--- config.mk ---
export PLATFORM = sky130hd
export DESIGN_NAME = pi_err_gen_flat
export DESIGN_NICKNAME = d
export VERILOG_FILES = /design/src/rtl/pi_err_gen_if.sv /design/src/rtl/pi_err_gen.sv /design/src/flat_wrapper.sv
export SDC_FILE = /design/constraint.sdc
export NUM_CORES = 1
export LEC_CHECK = 0
export BUFFER_PORTS_ARGS = -buffer_cell sky130_fd_sc_hd__buf_2
export CORE_MARGIN = 4
export CORE_UTILIZATION = 35
export CTS_CLUSTER_SIZE = 10
export DETAILED_ROUTE_END_ITERATION = 10
export SLEW_MARGIN = 5
export SYNTH_ARGS = -nofsm -noshare
export SYNTH_HDL_FRONTEND = slang
export SYNTH_SLANG_ARGS = --single-unit
--- constraint.sdc ---
create_clock -name clk -period 9.4 [get_ports clk]
set_clock_uncertainty 0.15 [all_clocks]
set_input_delay 0.47 -clock clk [delete_from_list [all_inputs] [get_ports clk]]
set_output_delay 0.47 -clock clk [all_outputs]
set_load 0.02 [all_outputs]
--- src/rtl/pi_err_gen_if.sv ---
// rtl/pi_err_gen_if.sv - sample/PI handshake bundle for pi_err_gen
interface pi_err_gen_if #(
  parameter int DW = 32
);
  logic          sample_tick;
  logic [DW-1:0] ref_in;
  logic [DW-1:0] fb_in;
  logic          pi_done;
  logic [63:0]   pi_result;
  logic          flag_clr;
  logic [DW-1:0] ek;
  logic [DW-1:0] ek_ex;
  logic [DW-1:0] uk_ex;
  logic          pista;
  logic          busy;
  logic          overrun;
  logic          timeout;

  modport master (
    output sample_tick, ref_in, fb_in, pi_done, pi_result, flag_clr,
    input  ek, ek_ex, uk_ex, pista, busy, overrun, timeout
  );

  modport slave (
    input  sample_tick, ref_in, fb_in, pi_done, pi_result, flag_clr,
    output ek, ek_ex, uk_ex, pista, busy, overrun, timeout
  );
endinterface

--- src/rtl/pi_err_gen.sv ---
// rtl/pi_err_gen.sv - PI error generator; optional deadband via PI_ERR_DEADBAND_EN
module pi_err_gen #(
  parameter int DW       = 32,
  parameter int WAIT_MAX = 64,
  parameter int DEADBAND = 4
) (
  input logic           clk,
  input logic           rst_n,
  pi_err_gen_if.slave   bus
);

  typedef enum logic [1:0] {IDLE, CALC, START, WAIT} state_t;

  localparam int            CW       = (WAIT_MAX > 1) ? $clog2(WAIT_MAX) : 1;
  localparam logic [CW-1:0] CNT_LAST = CW'(WAIT_MAX - 1);

  state_t        state;
  logic [CW-1:0] cnt;
  logic [DW-1:0] ref_q;
  logic [DW-1:0] fb_q;
  logic [DW:0]   diff;
  logic [DW-1:0] sat;
  logic [DW-1:0] ek_next;

  // Only the low DW bits of the PI result carry the clamped uk
  logic unused_res;
  assign unused_res = ^bus.pi_result[63:DW];

`ifdef PI_ERR_DEADBAND_EN
  localparam logic signed [DW:0] DB_POS = (DW+1)'(DEADBAND);
  localparam logic signed [DW:0] DB_NEG = -((DW+1)'(DEADBAND));
  logic signed [DW:0] sat_x;
`else
  localparam int unused_deadband = DEADBAND;
`endif

  // Error of the registered sample: one extra bit of headroom, then clamp to DW
  always_comb begin
    diff    = {ref_q[DW-1], ref_q} - {fb_q[DW-1], fb_q};
    if (diff[DW] != diff[DW-1])
      sat = diff[DW] ? {1'b1, {(DW-1){1'b0}}} : {1'b0, {(DW-1){1'b1}}};
    else
      sat = diff[DW-1:0];
    ek_next = sat;
`ifdef PI_ERR_DEADBAND_EN
    sat_x = {sat[DW-1], sat};
    if ((sat_x <= DB_POS) && (sat_x >= DB_NEG))
      ek_next = '0;
`endif
  end

  // Sample/PI sequencing FSM with registered outputs and sticky flags
  always_ff @(posedge clk or negedge rst_n) begin
    if (!rst_n) begin
      state         <= IDLE;
      cnt           <= '0;
      ref_q         <= '0;
      fb_q          <= '0;
      bus.ek        <= '0;
      bus.ek_ex     <= '0;
      bus.uk_ex     <= '0;
      bus.pista     <= 1'b0;
      bus.busy      <= 1'b0;
      bus.overrun   <= 1'b0;
      bus.timeout   <= 1'b0;
    end else begin
      bus.pista <= 1'b0;
      // Clear first so that a same-cycle set below takes precedence
      if (bus.flag_clr) begin
        bus.overrun <= 1'b0;
        bus.timeout <= 1'b0;
      end
      if (bus.sample_tick && (state != IDLE))
        bus.overrun <= 1'b1;
      case (state)
        IDLE: begin
          if (bus.sample_tick) begin
            ref_q    <= bus.ref_in;
            fb_q     <= bus.fb_in;
            bus.busy <= 1'b1;
            state    <= CALC;
          end
        end
        CALC: begin
          bus.ek_ex <= bus.ek;
          bus.ek    <= ek_next;
          bus.pista <= 1'b1;
          state     <= START;
        end
        START: begin
          cnt   <= '0;
          state <= WAIT;
        end
        WAIT: begin
          if (bus.pi_done) begin
            bus.uk_ex <= bus.pi_result[DW-1:0];
            bus.busy  <= 1'b0;
            state     <= IDLE;
          end else if (cnt == CNT_LAST) begin
            bus.timeout <= 1'b1;
            bus.busy    <= 1'b0;
            state       <= IDLE;
          end else begin
            cnt <= cnt + 1'b1;
          end
        end
        default: state <= IDLE;
      endcase
    end
  end

endmodule

--- src/flat_wrapper.sv ---
// flat-port wrapper written by rule: the top's interface ports become plain ports
module pi_err_gen_flat 
#(
  parameter int DW       = 32,
  parameter int WAIT_MAX = 64,
  parameter int DEADBAND = 4
)
  (clk, rst_n, bus_sample_tick, bus_ref_in, bus_fb_in, bus_pi_done, bus_pi_result, bus_flag_clr, bus_ek, bus_ek_ex, bus_uk_ex, bus_pista, bus_busy, bus_overrun, bus_timeout);
  pi_err_gen_if #(.DW(DW)) bus_i ();
  input logic clk;
  input logic rst_n;
  input wire logic [$bits(bus_i.sample_tick)-1:0] bus_sample_tick;
  input wire logic [$bits(bus_i.ref_in)-1:0] bus_ref_in;
  input wire logic [$bits(bus_i.fb_in)-1:0] bus_fb_in;
  input wire logic [$bits(bus_i.pi_done)-1:0] bus_pi_done;
  input wire logic [$bits(bus_i.pi_result)-1:0] bus_pi_result;
  input wire logic [$bits(bus_i.flag_clr)-1:0] bus_flag_clr;
  output wire logic [$bits(bus_i.ek)-1:0] bus_ek;
  output wire logic [$bits(bus_i.ek_ex)-1:0] bus_ek_ex;
  output wire logic [$bits(bus_i.uk_ex)-1:0] bus_uk_ex;
  output wire logic [$bits(bus_i.pista)-1:0] bus_pista;
  output wire logic [$bits(bus_i.busy)-1:0] bus_busy;
  output wire logic [$bits(bus_i.overrun)-1:0] bus_overrun;
  output wire logic [$bits(bus_i.timeout)-1:0] bus_timeout;
  assign bus_i.sample_tick = bus_sample_tick;
  assign bus_i.ref_in = bus_ref_in;
  assign bus_i.fb_in = bus_fb_in;
  assign bus_i.pi_done = bus_pi_done;
  assign bus_i.pi_result = bus_pi_result;
  assign bus_i.flag_clr = bus_flag_clr;
  assign bus_ek = bus_i.ek;
  assign bus_ek_ex = bus_i.ek_ex;
  assign bus_uk_ex = bus_i.uk_ex;
  assign bus_pista = bus_i.pista;
  assign bus_busy = bus_i.busy;
  assign bus_overrun = bus_i.overrun;
  assign bus_timeout = bus_i.timeout;
  pi_err_gen #(.DW(DW), .WAIT_MAX(WAIT_MAX), .DEADBAND(DEADBAND)) u_core (.clk(clk), .rst_n(rst_n), .bus(bus_i));
endmodule
---- After elaboration in Yosys (flattened, before gate mapping) ----
Index checks and enable logic that the tools add are counted.
cells by class
  add/sub/neg operators ................... 2
  reduce and logical (&&, ||, !) cells .... 11
  equal/unequal tests ..................... 9
  muxes and demuxes ....................... 20
operators by type and width
  cell                                                                      count
  32-bit 2-to-1 mux                                                         2
  32-bit by 32-bit subtractor with 33-bit output                            1
  6-bit 2-to-1 mux                                                          2
  6-bit case mux with 2 select lines                                        1
  1-bit 2-to-1 mux                                                          10
  2-bit case mux with 4 select lines                                        1
  2-bit nonzero test                                                        4
  6-bit by 1-bit adder with 6-bit output (second input constant)            1
  6-bit == test (second input constant)                                     1
  2-bit 2-to-1 mux                                                          3
  2-bit inequality test (second input constant)                             3
  2-bit AND reduction                                                       3
  3-bit AND reduction                                                       2
  2-bit == test (second input constant)                                     2
  3-bit by 2-bit inequality test with 1-bit output (second input constant)  1
  2-bit by 1-bit == test with 1-bit output (second input constant)          1
  2-bit zero test                                                           1
  1-bit case mux with 2 select lines                                        1
  1-bit logical AND                                                         1
  1-bit inequality test                                                     1
word-level totals
  register bits after elaboration ......... 172
  input port bits ......................... 133
  output and inout port bits .............. 100

---- Logic depth before layout (Yosys ltp) ----
Gate-level depths: netlist of the first run.
  word-level depth ........................ 4
  mapped depth ............................ 15
  depth with buffers taken out ............ 13

---- Least setup slack after synthesis of the first run ----
OpenSTA, ideal clock, no wires.
  kind .................................... reg-to-reg
  start point ............................. register u_core.ref_q[0]
  end point ............................... register u_core.bus.ek[8]
  data arrival time ....................... 2.750 ns
  setup slack ............................. 6.364 ns
  cell stages (with the launch flop) ...... 16
  cell sequence ........................... dfrtp_1 > inv_1 > ha_1 > inv_1 > fa_1 > a211oi_2 > o211ai_1 > a41oi_2 > nor2_1 > a41oi_2 > o21ai_2 > a31o_1 > buf_6 > o21ai_4 > buf_6 > o22ai_1
on the way
  cells in the longest elaborated chain, start to end .. 3
  elaborated cells on any way between the ends .. 4
  classes of those cells .................. 1 x add/sub; 1 x eq/ne; 2 x mux
RTL lines
  element                                                     line                                text
  start, declared                                             pi_err_gen.sv:19                    logic [DW-1:0] ref_q;
  start signal, assigned                                      pi_err_gen.sv:78                    ref_q <= bus.ref_in;
  32-bit by 32-bit subtractor with 33-bit output *            pi_err_gen.sv:39                    diff = {ref_q[DW-1], ref_q} - {fb_q[DW-1], fb_q};
  32-bit 2-to-1 mux or 1-bit inequality test (tied branches)  pi_err_gen.sv:41, pi_err_gen.sv:40
  32-bit 2-to-1 mux *                                         pi_err_gen.sv:40                    if (diff[DW] != diff[DW-1])
  end signal, assigned                                        pi_err_gen.sv:86                    bus.ek <= ek_next;
  end, declared                                               pi_err_gen_if.sv:26                 output ek, ek_ex, uk_ex, pista, busy, overrun, timeout
Mark *: on every way between the ends. The rest lies on a longest branch, timed or not.
A chain may end at the register's enable or synchronous reset.

---- Worst setup path in the final report of the first run ----
  start point ............................. register u_core.fb_q[4]
  end point ............................... register u_core.bus.ek[16]
on the way
  cells in the longest elaborated chain, start to end .. 3
  elaborated cells on any way between the ends .. 4
  classes of those cells .................. 1 x add/sub; 1 x eq/ne; 2 x mux
RTL lines
  element                                                     line                                text
  start, declared                                             pi_err_gen.sv:20                    logic [DW-1:0] fb_q;
  start signal, assigned                                      pi_err_gen.sv:79                    fb_q <= bus.fb_in;
  32-bit by 32-bit subtractor with 33-bit output *            pi_err_gen.sv:39
  32-bit 2-to-1 mux or 1-bit inequality test (tied branches)  pi_err_gen.sv:41, pi_err_gen.sv:40
  32-bit 2-to-1 mux *                                         pi_err_gen.sv:40
Marked as above.

==> results of run 1 <==
-- registers in the layout (all words and copies together), names as in the netlist --
register and count:
u_core.fb_q 32, u_core.bus.uk_ex 32, u_core.state 2, u_core.bus.busy 1, u_core.bus.ek_ex 32, u_core.cnt 6
u_core.bus.pista 1, u_core.ref_q 32, u_core.bus.ek 32, u_core.bus.overrun 1, u_core.bus.timeout 1
-- routing by layer --
layer	vias to the layer above	track usage (%)	part of all wire (%)
met1	2937	20.4	46
li1	3014	-	-
met4	0	4.38	1.3
met5	-	0	0
met2	133	23.9	48
met3	18	2.76	4.9
-- layout by cell type (no fill, tap or decap), types with 7 or more instances in the layout --
cell type | Yosys | final
xnor2_1 | 16 | 16
nand2_1 | 30 | 29
a21oi_1 | 63 | 63
a21o_1 | 11 | 11
mux2_2 | 130 | 130
o21ai_0 | 21 | 21
inv_8 | 0 | 8
and3_1 | 7 | 7
ha_1 | 37 | 36
o22ai_1 | 30 | 30
nor2_1 | 22 | 22
o211ai_1 | 8 | 8
xor2_1 | 16 | 16
clkbuf_16 | 0 | 17
dfrtp_1 | 172 | 172
inv_1 | 74 | 74
nand3_1 | 10 | 10
buf_2 | 10 | 199
-- per-stage QoR --
step	hold WS, ns	cells	util (%)
6_report	0.0894	1267	43.9
5_1_grt	0.0757	1267	43.9
4_1_cts	0.0692	1267	43.9
3_5_place_dp	0.310	1234	41.3
3_3_place_gp	0.310	1234	41.3
2_1_floorplan	0.0244	744	-
-- critical path, cell delays in order, from the launching register on --
cell and delay, ns:
dfrtp_1 0.34, inv_1 0.05, ha_1 0.34, a21o_1 0.22, a211oi_2 0.28, a211oi_1 0.13
nand2b_1 0.16, a31oi_1 0.40, o21ai_4 0.11, xor2_4 0.75, o21ai_4 0.39, o22ai_1 0.23
-- how the worst min path moves through the flow --
stage                       startpoint  cells past startpoint                  to
after floorplan                  rst_n                      0     u_core.bus.busy
after global placement           rst_n                      1      u_core.fb_q[7]
after detailed placement         rst_n                      1      u_core.fb_q[7]
after CTS                 bus_flag_clr                      2  u_core.bus.timeout
after global routing      bus_flag_clr                      2  u_core.bus.overrun
final                     bus_flag_clr                      2  u_core.bus.timeout
-- kinds of logic after synthesis --
family | after synthesis
DFF | 172
AOI/OAI and AO/OA | 171
muxes | 131
buffers and inverters | 109
and+or+nand+nor | 90
adders and majority gates | 38
xor gates and xnor gates | 33
-- final cells by class --
type,count,area (um^2)
clock buffer,17,425
clock inverter,15,171
fill,2283,13300
inverter,74,278
multi-input combinational,463,3790
sequential,172,4300
tap,319,399
timing repair buffer,207,1060
==> flow_summary.json, run 1 <==
{
  "die-area_um2": 27000,
  "fin_area_um2": 10400,
  "finalSetupViolCount": 0,
  "first_iter_violations": 297,
  "synth_top_family_by_area": "multiplexers",
  "grt_max_degree": 71,
  "synth_edf_count": 0,
  "clkSinkCount": 172,
  "startpoint_type": "register",
  "async_reset_ff_share_pct": 100,
  "syn_inst": 744,
  "synth_area_leaders": "dfrtp_1, mux2_2, ha_1",
  "min_period_ns": 3.70,
  "synth_top_cell_area_share_pct": 50.4,
  "critPathCaptureType": "register",
  "required_ns": 9.58,
  "path_class": "reg2reg",
  "synth_mux_area_share_pct": 17.2,
  "yosysTopAreaCell": "dfrtp_1",
  "grt_overflow_total": 0,
  "synth_compound_area_share_pct": 12.8,
  "synth_nets": 915,
  "postCtsHoldBufs": 1,
  "synthAdderAreaFrac_pct": 5.65,
  "cts_resized": 0,
  "postCtsSetupBuffers": 0,
  "synth_cell_type_count": 50,
  "synth_warnings": 0,
  "r2r_end": "u_core.bus.ek[16]",
  "grt_pass1_wl_um": 31600,
  "clk_latency_ns": 0.43,
  "synthToLayoutAreaGrowth_pct": 22.0,
  "grt_pass1_vias": 6081,
  "synth_most_common_cell": "dfrtp_1",
  "ys_top_cells_by_count": "dfrtp_1, mux2_2, inv_1, a21oi_1, ha_1",
  "final-hold-violation-count": 0,
  "clkTransAtPathRegs_ns": 0.07,
  "dp_hpwl_um": 14900,
  "synthFlopType": "dfrtp_1",
  "grt_use_total_pct": 14.8,
  "numCtsBuffers": 17,
  "fmax_ghz": 0.271,
  "cts_buffer_depth": 2,
  "cts-root-buf": "clkbuf_16",
  "viasPerCell": 4.82,
  "reg2reg_depth": 11,
  "firstDrtPassIters": 5,
  "maxCapViolCount": 0,
  "cts_tree": "built",
  "yosys.area_share.simple_pct": 4.95,
  "num_vias": 6102,
  "dpl_cell_area_um2": 9820,
  "maxSlewViolCount": 0,
  "io_pins": 233,
  "globalplace.congestion": 0.837,
  "drc_errors": 0,
  "path_max_fanout": 32,
  "slew_headroom_pct": 25.0,
  "ys_ff_latch": 172,
  "drive_gt1_share_pct": 40.0,
  "rows": 56,
  "fp.dieW_um": 164,
  "place_ws_ns": 5.71,
  "synth_xor_area_share_pct": 3.60,
  "numPortBuffers": 200,
  "hold_path.class": "in2reg",
  "cts.htree.levels": 4,
  "outcome": "completed",
  "antenna_cells": 0,
  "wire_per_inst_um": 15.7,
  "worstPathArrival_ns": 3.88,
  "rsz0062_at_grt": "no",
  "antenna_found_initial": 0,
  "netlist_area_um2": 8540,
  "fin_crit_sh_pct": 39.3,
  "crit_start": "u_core.fb_q[4]",
  "ys_seq_area_share_pct": 50.4,
  "crit_path_end": "u_core.bus.ek[16]",
  "r2r_slack_ns": 5.70,
  "setup_tns_ns": 0,
  "worstMarginPinSlew_ns": 1.12,
  "die_h_um": 164,
  "final_antenna_net_count": 0,
  "nets": 1106,
  "timing.rr.start": "u_core.fb_q[4]",
  "coreArea_um2": 23800,
  "drt_wl_total_um": 19900,
  "start_util_pct": 36.0,
  "setup_slack_ns": 5.70,
  "synth.avg_cell_area_um2": 11.5
}
Power of run 1 is left out: the tool's default activity adds up to more than one toggle a clock period on the data nets, which glitch-free logic cannot reach.
==> inputs of run 2 (changes only) <==
Clock period 9.4 ns to 3.15 ns, I/O delays scaled along.
==> run 2 against run 1 <==
Non-clock buffer count is 124 higher. Sequential share of layout area fell by 4.6 points. Setup slack worse by 5.6 ns. First-iteration DRC count grew 12%. Clock-buffer cell count unchanged. Core utilization grew 5.5 points. Cell area grew 13%. Critical endpoint is now u_core.bus.ek[25].
==> flow_summary.json, run 2 (same netlist as run 1, synthesis figures left out) <==
{
  "clk_latency_ns": 0.42,
  "cts_tree": "built",
  "dp_hpwl_um": 15400,
  "viasPerCell": 4.72,
  "synthToLayoutAreaGrowth_pct": 37.4,
  "slew_headroom_pct": 47.7,
  "power_leakage_nw": 5.61,
  "whs_ns": 0.0967,
  "grt_pass1_wl_um": 33800,
  "worstPathArrival_ns": 3.13,
  "num_vias": 6562,
  "fp.dieW_um": 164,
  "first_iter_violations": 332,
  "start_util_pct": 36.0,
  "final_common_cell": "buf_2",
  "fin_crit_sh_pct": 95.4,
  "hold_path.class": "in2reg",
  "critPathCaptureType": "register",
  "die_h_um": 164,
  "ir_drop_uv": 610,
  "clkTransAtPathRegs_ns": 0.07,
  "firstDrtPassIters": 5,
  "worstMarginPinSlew_ns": 0.784,
  "outcome": "completed",
  "startpoint_type": "register",
  "drt_wl_total_um": 20900,
  "io_pins": 233,
  "clkSinkCount": 172,
  "required_ns": 3.27,
  "path_class": "reg2reg",
  "grt_use_total_pct": 15.7,
  "final_antenna_net_count": 0,
  "drc_errors": 0,
  "globalplace.congestion": 0.859,
  "final-hold-violation-count": 0,
  "rsz0062_at_grt": "yes",
  "coreArea_um2": 23800,
  "grt_overflow_total": 0,
  "fmax_ghz": 0.333,
  "path_max_fanout": 9,
  "numCtsBuffers": 17,
  "wire_per_inst_um": 15.0,
  "fillCellCount": 2161,
  "finalSetupViolCount": 0,
  "post-route-util_pct": 49.4,
  "numPortBuffers": 200,
  "antenna_cells": 0,
  "min_period_ns": 3.00,
  "maxCapViolCount": 0,
  "drive_gt1_share_pct": 39.4,
  "grt_max_degree": 63,
  "rows": 56,
  "cts.htree.levels": 4,
  "nets": 1230,
  "die-area_um2": 27000,
  "cts_buffer_depth": 2,
  "maxSlewViolCount": 0,
  "final_cell_mix": "buf_2, dfrtp_1, mux2_2",
  "antenna_found_initial": 0,
  "p_per_area_nw_per_um2": 1360,
  "grt_pass1_vias": 6649,
  "setup_tns_ns": 0,
  "cts-root-buf": "clkbuf_16"
}
run 2: layer usage:
metal / GRT usage [%] / part of all wire (%)
met1: 21.0 / 45
met2: 26.6 / 49
met3: 2.51 / 4.2
met4: 3.93 / 1.2
met5: 0 / 0
run 2: what timing repair did:
item | CTS | global route
gates resized for setup | 1 | 26
endpoints found under the hold margin | 158 | 0
pin swaps | 0 | 11
setup buffers | 0 | 2
hold buffers | 100 | 0
setup endpoints to repair | 4 | 32
run 2: worst max-delay path, stage by stage, from the launching register on:
cell      delay, ns
dfrtp_1        0.37
inv_1          0.05
ha_1           0.14
inv_1          0.05
fa_2           0.35
a211oi_2       0.27
o211ai_1       0.14
a41oi_2        0.24
nor2_1         0.10
a41oi_2        0.19
o21ai_2        0.10
a31o_4         0.27
buf_4          0.18
a21oi_1        0.16
o22ai_1        0.08
run 2: cell type report:
cell class	instances	area [um^2]	share of cell area, %
clock buffers	17	425	3.62
clock inverters	15	166	1.42
inverters	74	278	2.37
multi-input cells	463	3870	33.0
flip-flops and latches	172	4300	36.7
well taps	319	399	3.40
repair buffers	331	2290	19.5
run 2: report_power, final:
group | total, mW | internal (mW) | switching, mW
Combinational | 9.87 | 4.33 | 5.54
Sequential | 3.96 | 3.33 | 0.629
Clock | 2.08 | 1.07 | 1.00
Total | 15.9 | 8.73 | 7.18
run 2: metrics by stage:
stage	instances	cell area [um^2]	total power, mW	worst slack (ns)
finish	1391	11700	15.9	0.145
global route	1391	11700	17.2	-0.0264
CTS	1389	11600	15.6	0.00582
detailed placement	1257	10000	13.3	0.0129
global placement	1257	10000	13.2	0.0364
floorplan	744	8540	10.7	0.114
run 2: worst paths after layout:
| kind | startpoint | end | slack, ns | cells after the start |
|---|---|---|---|---|
| min in group asynchronous | rst_n | u_core.fb_q[6] | 0.14 | 2 |
| max | u_core.ref_q[0] | u_core.bus.ek[25] | 0.15 | 14 |
| min reg2reg | u_core.bus.ek_ex[0] | u_core.bus.ek_ex[0] | 0.35 | 1 |
| max in group asynchronous | rst_n | u_core.cnt[4] | 1.80 | 3 |
| max reg2reg | u_core.ref_q[0] | u_core.bus.ek[25] | 0.15 | 14 |
| min | bus_pi_done | u_core.cnt[1] | 0.1 | 5 |
Note: power is estimated with default switching activity, not from simulation.
==> inputs of run 3 (changes only) <==
Settings changed: BUFFER_PORTS_ARGS -buffer_cell sky130_fd_sc_hd__buf_2 to -buffer_cell sky130_fd_sc_hd__clkbuf_2, SETUP_SLACK_MARGIN set to 0.15.
==> run 3 against run 2 <==
Wire length rose by 2.5%. Sequential share of layout area fell by 1.1 points. Clock-buffer cell count did not move. Flip-flop and latch count did not move. Worst hold slack got worse by 0.0093 ns. Cell area rose by 3.2%. Die area did not move. Fmax fell by 1.7%. Cell count rose by 0.36%. Setup slack got worse by 0.053 ns. Critical path type unchanged. Highest routed layer unchanged.
==> flow_summary.json, run 3 (same netlist as run 1, synthesis figures left out) <==
{
  "grt_pass1_wl_um": 33500,
  "hold_path.class": "in2reg",
  "viasPerCell": 4.74,
  "dp_hpwl_um": 15500,
  "nets": 1235,
  "fmax_ghz": 0.327,
  "drive_gt1_share_pct": 43.4,
  "fin_crit_sh_pct": 97.1,
  "setup_tns_ns": 0,
  "final_antenna_net_count": 0,
  "drc_errors": 0,
  "wire_per_inst_um": 15.4,
  "fp.dieW_um": 164,
  "numCtsBuffers": 17,
  "path_max_fanout": 8,
  "startpoint_type": "register",
  "cts-root-buf": "clkbuf_16",
  "maxCapViolCount": 0,
  "synthToLayoutAreaGrowth_pct": 41.7,
  "final_cell_mix": "clkbuf_2, dfrtp_1, mux2_2",
  "io_pins": 233,
  "worstPathArrival_ns": 3.21,
  "clkTransAtPathRegs_ns": 0.07,
  "finalSetupViolCount": 0,
  "rsz0062_at_grt": "yes",
  "grt_pass1_vias": 6625,
  "numPortBuffers": 200,
  "setup_slack_ns": 0.0919,
  "coreArea_um2": 23800,
  "maxSlewViolCount": 0,
  "die_h_um": 164,
  "critPathCaptureType": "register",
  "cts_buffer_depth": 2,
  "final_common_cell": "clkbuf_2",
  "rows": 56,
  "required_ns": 3.30,
  "grt_max_degree": 70,
  "clkSinkCount": 172,
  "antenna_found_initial": 0,
  "globalplace.congestion": 0.864,
  "fillCellCount": 2104,
  "num_vias": 6623,
  "grt_overflow_total": 0,
  "cts_tree": "built",
  "min_period_ns": 3.06,
  "clk_latency_ns": 0.43,
  "first_iter_violations": 304,
  "die-area_um2": 27000,
  "slew_headroom_pct": 60.5,
  "final-hold-violation-count": 0,
  "multi_input_area_um2": 4170,
  "cts.htree.levels": 4,
  "path_class": "reg2reg",
  "place_ws_ns": -0.0241,
  "start_util_pct": 36.0,
  "antenna_cells": 0,
  "outcome": "completed",
  "seq_area_um2": 4300,
  "firstDrtPassIters": 6,
  "drt_wl_total_um": 21400,
  "worstMarginPinSlew_ns": 0.593,
  "grt_use_total_pct": 15.6
}
## run 3: cell types whose count changed in the layout (fill, tap and decap cells not counted), moves of 4 or more
| cell | change |
|---|---|
| o22ai_1 | -25 |
| buf_6 | +4 |
| ha_1 | -7 |
| ha_4 | +7 |
| clkbuf_2 | +199 |
| o22ai_2 | +24 |
| buf_2 | -199 |
## run 3: final timing paths
path,start,to,slack [ns],cells after the start
min in group asynchronous,rst_n,u_core.fb_q[7],0.13,2
setup reg to reg,u_core.ref_q[0],u_core.bus.ek[3],0.09,14
max in group asynchronous,rst_n,u_core.fb_q[30],1.87,3
setup / recovery,u_core.ref_q[0],u_core.bus.ek[3],0.09,14
hold reg to reg,u_core.fb_q[23],u_core.fb_q[23],0.36,1
hold / removal,bus_pi_done,u_core.cnt[1],0.09,5
## run 3: final cells by class
cell class / instances / area share [%]
inverter: 74 / 2.29
tap: 319 / 3.30
timing repair buffer: 336 / 19.3
sequential: 172 / 35.5
multi-input combinational: 463 / 34.4
clock inverter: 15 / 1.59
clock buffer: 17 / 3.51
## run 3: stage by stage
stage	utilization (%)	instances	hold WS, ns	instance area (um^2)
CTS	49.5	1395	0.0536	11800
global placement	42.3	1259	0.0274	10000
detailed placement	42.3	1259	0.0304	10000
global route	51.0	1396	0.143	12100
floorplan	-	744	-0.288	8540
finish	51.0	1396	0.0874	12100
## run 3: routing by layer
layer,up-vias,wire length (um),GRT usage [%]
met5,-,0,0
met1,3210,9630,21.4
met3,25,852,2.23
met4,0,381,5.03
li1,3250,-,-
met2,138,10600,25.4
## run 3: timing repair
action / in CTS / in global routing
hold buffers: 100 / 0
cloned: 2 / 0
pin swaps: 7 / 27
buffers inserted: 2 / 1
setup endpoints to repair: 31 / 32
gates resized for setup: 19 / 59
hold endpoints to repair: 158 / 0
## run 3: worst max-delay path, cell delays in order (launching register included)
cell and delay [ns]:
dfrtp_1 0.40, inv_2 0.07, ha_4 0.13, inv_2 0.04, fa_2 0.34, a211oi_2 0.23
o211ai_1 0.14, a41oi_2 0.29, nor2_2 0.07, a41oi_2 0.19, o21ai_2 0.09, a31o_4 0.27
o21ai_4 0.26, buf_6 0.19, o22ai_2 0.08
Power of run 3 is left out for the same reason.
